==> src/rtl/ltf_channel_estimator.sv <==
// L-LTF channel estimator: averages the two FFT'd LTF symbols bin by bin and
// removes the known BPSK pattern, emitting 52 CSI beats (nulls/DC dropped).

module ltf_demod_lane #(
  parameter int W = 16
) (
  input  logic signed [W-1:0] a,
  input  logic signed [W-1:0] b,
  input  logic                neg,
  output logic signed [W-1:0] y
);
  localparam logic signed [W-1:0] MINV = {1'b1, {(W-1){1'b0}}};
  localparam logic signed [W-1:0] MAXV = ~MINV;

  logic signed [W:0]   s;
  logic signed [W-1:0] avg;

  always_comb begin
    s   = {a[W-1], a} + {b[W-1], b};
    avg = s[W:1];  // floor(s/2)
    if (!neg)              y = avg;
    else if (avg == MINV)  y = MAXV;  // -(-2^(W-1)) does not fit
    else                   y = -avg;
  end
endmodule

module ltf_channel_estimator #(
  parameter int DATA_WIDTH = 16
) (
  input  logic                         clk_in,
  input  logic                         rst_in,
  input  logic                         fft_axis_tvalid,
  input  logic                         fft_axis_tlast,
  input  logic signed [DATA_WIDTH-1:0] fft_re_axis_tdata,
  input  logic signed [DATA_WIDTH-1:0] fft_im_axis_tdata,
  output logic                         fft_axis_tready,
  output logic                         csi_axis_tvalid,
  output logic                         csi_axis_tlast,
  output logic signed [DATA_WIDTH-1:0] csi_re_axis_tdata,
  output logic signed [DATA_WIDTH-1:0] csi_im_axis_tdata,
  output logic [5:0]                   csi_axis_tuser,
  input  logic                         csi_axis_tready,
  output logic                         frame_err
);
  localparam int NUM_LANES = 2;  // lane 1 = re, lane 0 = im

  typedef enum logic {COLLECT_A, COLLECT_B} state_t;

  typedef struct packed {
    logic                                 last;
    logic [5:0]                           bin;
    logic [NUM_LANES-1:0][DATA_WIDTH-1:0] iq;
  } csi_beat_t;

  state_t    state_q, state_d;
  logic [5:0] k_q, k_d;
  logic      accept, at_end, err, load, ltf_neg;
  logic      out_vld_q;
  csi_beat_t out_q;

  logic [NUM_LANES-1:0][DATA_WIDTH-1:0] in_iq, a_iq, y_iq;
  logic [NUM_LANES-1:0][DATA_WIDTH-1:0] buf_mem [64];

  function automatic logic ltf_null(input logic [5:0] k);
    return (k == 6'd0) || (k >= 6'd27 && k <= 6'd37);
  endfunction

  function automatic logic ltf_is_neg(input logic [5:0] k);
    case (k)
      6'd2, 6'd3, 6'd6, 6'd8, 6'd10, 6'd11, 6'd12, 6'd13, 6'd14,
      6'd17, 6'd18, 6'd20, 6'd22,
      6'd40, 6'd41, 6'd44, 6'd46, 6'd53, 6'd54, 6'd57, 6'd59: return 1'b1;
      default: return 1'b0;
    endcase
  endfunction

  assign in_iq   = {fft_re_axis_tdata, fft_im_axis_tdata};
  assign a_iq    = buf_mem[k_q];
  assign ltf_neg = ltf_is_neg(k_q);

  for (genvar i = 0; i < NUM_LANES; i++) begin : g_lane
    ltf_demod_lane #(.W(DATA_WIDTH)) u_lane (
      .a   (a_iq[i]),
      .b   (in_iq[i]),
      .neg (ltf_neg),
      .y   (y_iq[i])
    );
  end

  always_comb begin
    state_d         = state_q;
    k_d             = k_q;
    fft_axis_tready = 1'b1;
    // single output register: B accepts only when it can be refilled
    if (state_q == COLLECT_B) fft_axis_tready = !out_vld_q || csi_axis_tready;
    accept = fft_axis_tvalid && fft_axis_tready;
    at_end = (k_q == 6'd63);
    err    = accept && (fft_axis_tlast != at_end);
    if (accept) begin
      k_d = err ? 6'd0 : k_q + 6'd1;
      if (err)         state_d = COLLECT_A;
      else if (at_end) state_d = (state_q == COLLECT_A) ? COLLECT_B : COLLECT_A;
    end
    load = accept && (state_q == COLLECT_B) && !err && !ltf_null(k_q);
  end

  always_ff @(posedge clk_in) begin
    if (rst_in) begin
      state_q   <= COLLECT_A;
      k_q       <= '0;
      frame_err <= 1'b0;
      out_vld_q <= 1'b0;
      out_q     <= '0;
    end else begin
      state_q   <= state_d;
      k_q       <= k_d;
      frame_err <= err;
      if (load) begin
        out_vld_q <= 1'b1;
        out_q     <= '{last: at_end, bin: k_q, iq: y_iq};
      end else if (out_vld_q && csi_axis_tready) begin
        out_vld_q <= 1'b0;
      end
    end
  end

  // buffer contents are don't-care after reset, so no reset branch
  always_ff @(posedge clk_in) begin
    if (accept && state_q == COLLECT_A) buf_mem[k_q] <= in_iq;
  end

  assign csi_axis_tvalid   = out_vld_q;
  assign csi_axis_tlast    = out_q.last;
  assign csi_axis_tuser    = out_q.bin;
  assign csi_re_axis_tdata = out_q.iq[1];
  assign csi_im_axis_tdata = out_q.iq[0];
endmodule

==> config.mk <==
export PLATFORM = sky130hd
export DESIGN_NAME = ltf_channel_estimator
export DESIGN_NICKNAME = d
export VERILOG_FILES = /design/src/rtl/ltf_channel_estimator.sv
export SDC_FILE = /design/constraint.sdc
export NUM_CORES = 2
export LEC_CHECK = 0
export BUFFER_PORTS_ARGS = -buffer_cell sky130_fd_sc_hd__buf_2
export CAP_MARGIN = 20
export CORE_MARGIN = 2
export CORE_UTILIZATION = 60
export DETAILED_ROUTE_END_ITERATION = 7
export PLACE_DENSITY = 0.76
export SYNTH_ARGS = -nofsm -noshare
export SYNTH_HDL_FRONTEND = slang
export SYNTH_SLANG_ARGS = --single-unit
export TNS_END_PERCENT = 100
==> constraint.sdc <==
create_clock -name clk_in -period 20.3 [get_ports clk_in]
set_input_delay 1.015 -clock clk_in [delete_from_list [all_inputs] [get_ports clk_in]]
set_output_delay 1.015 -clock clk_in [all_outputs]
set_load 0.05 [all_outputs]
==> impl_results.md <==
- Status: complete, no violations
- DP Cell Count: 5472
- CTS Buffer Depth: 3
- Most used cell, CP: buf_4
- Synth warnings: 0
- First-pass GRT wire length: 301 mm
- CTS H-tree lvls: 4
- Vias per cell: 7.00
- EDFF count, synth: 2048
- Top FF cell, synth: edfxtp_1
- Power Density: 95.7 nW/um^2
- Synth Area in Simple Gates: 1.66%
- Top-Level Pins: 79
- Met2 wire len: 102 mm
- Synth top area share: 74.7%
- DIE AREA: 140000 um^2
- Post-Synth XOR/XNOR Area: 0.574%
- Hold Crit Class: input port to register
- Worst-path clk slew: 60 ps
- # rows: 135
- CP Launch Type: register
- Post-place setup slack: 10790 ps
- Filler instances: 8138
- Peak supply drop: 74.1 uV
- Total of max-cap violations: 0
- Final WS setup: 10750 ps
- Post-synthesis cell type count: 75
- Vias: 40800
- PortBufs: 78
- Drt drc: 0
- Largest net degree at the start of global routing: 106
- Final hold violation count: 0
- Synthesized area: 82400 um^2
- Vias in the first global route: 40400
- CTS Buf Count: 198
- Least-Margin Pin Slew: 1100 ps
- Flops & latches, synth: 2103
- Post-DR wirelength/cell: 36.5 um
- Layout cells sized above 1: 29.6%
- CTS tree: built
- Synth Area in Compound Gates: 1.94%
- Commonest non-fill, non-tap cell in the layout: edfxtp_1
- Crit path max fanout: 63
- Fmax: 105 MHz
- Post_cts resized: 0
- Setup Buffers After CTS: 0
- Post-synthesis adder-cell area fraction: 0.641%
- Kind of critical path: register to register
- Clk root buf: clkbuf_16
- Final Max Tran Viols: 0
- Most frequent cells in the layout: 2048 x edfxtp_1, 622 x mux4_2, 201 x clkbuf_16, 126 x buf_4, 78 x buf_2
- GPL Wtd Cong: 0.893
- Syn_area_per_cell: 22.5 um^2
- Met3 Routed Length: 24.5 mm
- Sequential area share after synthesis: 76.0%
- Post-synthesis mux area share: 18.2%
- RSZ-0062 raised after global routing: false
- Worst hold margin: 448 ps
- Min cycle time layout: 9550 ps
- Die H: 375 um
- Nets: 3970
- Synthesized Nets: 3747
- DP Wirelength: 106 mm
- CTS Hold Buffers Added: 0
- Asr flop ratio synth: 0%
- Fin Setup TNS: 0 ps
- First-pass DRT Iterations: 6
- Top layer in use: met5
- GRT Total Usage: 30.9%
- Crit-path max cell delay: 930 ps
- CP cell instances: buf_4 > buf_4 > buf_4 > buf_4 > mux4_2 > mux4_2 > mux4_2 > ha_1 > and3_1 > a221oi_1 > o21ai_1 > a211oi_1 > o21bai_1 > a21oi_1 > xnor2_1 > or3_1 > or3_1 > o31a_1 > a32o_1
- Worst rel slew slack: 26.8%
- Grt ovf: 0
- DR iter-0 viols: 6118
- Initial Utilization: 60.7%
- Fin cells: 5831
- Antenna-violating nets left: 0
- Final Cycle Share: 47.0%
- Main combinational cell family by area after synthesis: multiplexers
- Area Growth Syn to Fin: 11.5%
- CTS sink cnt: 2103
- Metal1 wirelength: 75.8 mm
- Post-Synthesis Cells: 3669
- Setup violators final: 0
- Critical path required time: 21030 ps
- Sequential Area: 62600 um^2
- Total Wirelength: 213 mm
- Crit path DAT: 10280 ps
- Pleak: 27.9 nW
- CORE AREA: 136000 um^2
- Worst-skew pair later-pin latency: 860 ps
- Clock Skew: 25.7 ps
- Slowest CP cell: buf_4
- Multi-input logic area: 19400 um^2
- Synth area leaders: edfxtp_1 75%, mux4_2 17%, dfxtp_1 1.3%, mux2i_1 0.85%, ha_1 0.59%
- Final core occ: 67.7%
- Die width: 375 um
- Cell taking the most area after synthesis: edfxtp_1
- Initial antenna violation count: 2
- CP Capture Type: register
-- sequential cells by signal (all words and copies together), names as in the netlist, named ones only --
register and flops:
buf_mem 2048, csi_im_axis_tdata 16, csi_re_axis_tdata 16, csi_axis_tuser 6, k_q 6, csi_axis_tlast 1
csi_axis_tvalid 1, frame_err 1, ltf_neg 1, state_q 1
-- per-layer routing --
metal  vias to the layer above  track usage [%]
li1                      16000                -
met1                     21500             43.0
met2                      2848             48.4
met3                       477             6.65
met4                         2             13.1
met5                         -                0
-- synth_stat cells, types with 3 or more instances --
| cell type | count |
|---|---|
| inv_1 | 29 |
| buf_6 | 5 |
| o41ai_1 | 3 |
| clkbuf_1 | 119 |
| nand2_1 | 62 |
| a21o_1 | 10 |
| o21a_1 | 3 |
| o211ai_1 | 8 |
| nand3_1 | 25 |
| xnor2_1 | 32 |
| nand3b_1 | 3 |
| o2111ai_1 | 4 |
| ha_1 | 39 |
| mux4_1 | 3 |
| o21bai_1 | 4 |
| a211oi_1 | 5 |
| a21boi_0 | 4 |
| edfxtp_1 | 2048 |
| o21ai_0 | 74 |
| o31ai_1 | 11 |
| nor2b_1 | 4 |
| a21oi_1 | 70 |
| or2_2 | 3 |
| buf_1 | 51 |
| nand4_1 | 14 |
| nor2_1 | 128 |
| mux2_2 | 15 |
| buf_2 | 5 |
| nor3_1 | 11 |
| dfxtp_1 | 55 |
| nor4_1 | 5 |
| a31oi_1 | 11 |
| and3_1 | 7 |
| mux2i_1 | 70 |
| a21oi_2 | 6 |
| and2_1 | 3 |
| xor2_1 | 22 |
| a2111oi_0 | 4 |
| a22oi_1 | 11 |
| nand2b_1 | 7 |
| mux4_2 | 622 |
| or3_1 | 9 |
| o21ai_1 | 4 |
-- final cells by class --
| type | count | area share, % |
|---|---|---|
| Sequential cell | 2103 | 68.1 |
| Multi-Input combinational cell | 1353 | 21.1 |
| Clock buffer | 245 | 5.68 |
| Tap cell | 1781 | 2.43 |
| Timing Repair Buffer | 206 | 1.49 |
| Clock inverter | 112 | 1.02 |
| Inverter | 30 | 0.123 |
| Antenna cell | 1 | 0.00272 |
-- worst paths after layout --
check	from	endpoint	slack, ps	cells past startpoint
worst max-delay path	register	csi_re_axis_tdata[15]$_SDFFE_PP0P_	10750	19
worst min register to register	csi_axis_tvalid$_SDFFE_PP0P_	csi_axis_tvalid$_SDFFE_PP0P_	490	2
worst max register to register	register	csi_re_axis_tdata[15]$_SDFFE_PP0P_	10750	19
worst min-delay path	csi_axis_tready	csi_axis_tvalid$_SDFFE_PP0P_	450	3
-- report_power, final --
| part | switching (W) | total, W | internal (W) |
|---|---|---|---|
| Clock | 0.00156 | 0.00356 | 0.00199 |
| Combinational | 0.000277 | 0.000462 | 0.000185 |
| Sequential | 0.00000701 | 0.00478 | 0.00477 |
-- metrics by stage --
step	total power, W	cell area, um^2
after floorplan	0.00516	82400
after global placement	0.00531	85700
after detailed placement	0.00532	85700
after CTS	0.00882	91900
after global routing	0.00900	91900
final	0.00879	91900
-- cell families after synthesis --
group	after synthesis
compound gates	253
xor+xnor	54
fa+ha+maj	41
buf+inv	213
flops	2103
mux	710
simple gates	295
-- worst max-delay path, delay by kind of cell, from the launching register on --
family                   cells  cell delay, ps
AND/OR/NAND/NOR              3             980
buffers and inverters        4            3240
XOR/XNOR                     1             120
multiplexers                 3            1390
AO/OA/AOI/OAI                7            2210
adder cells (fa/ha/maj)      1             400
flip-flops                   1             920
Power figures use the tool's default switching activity.
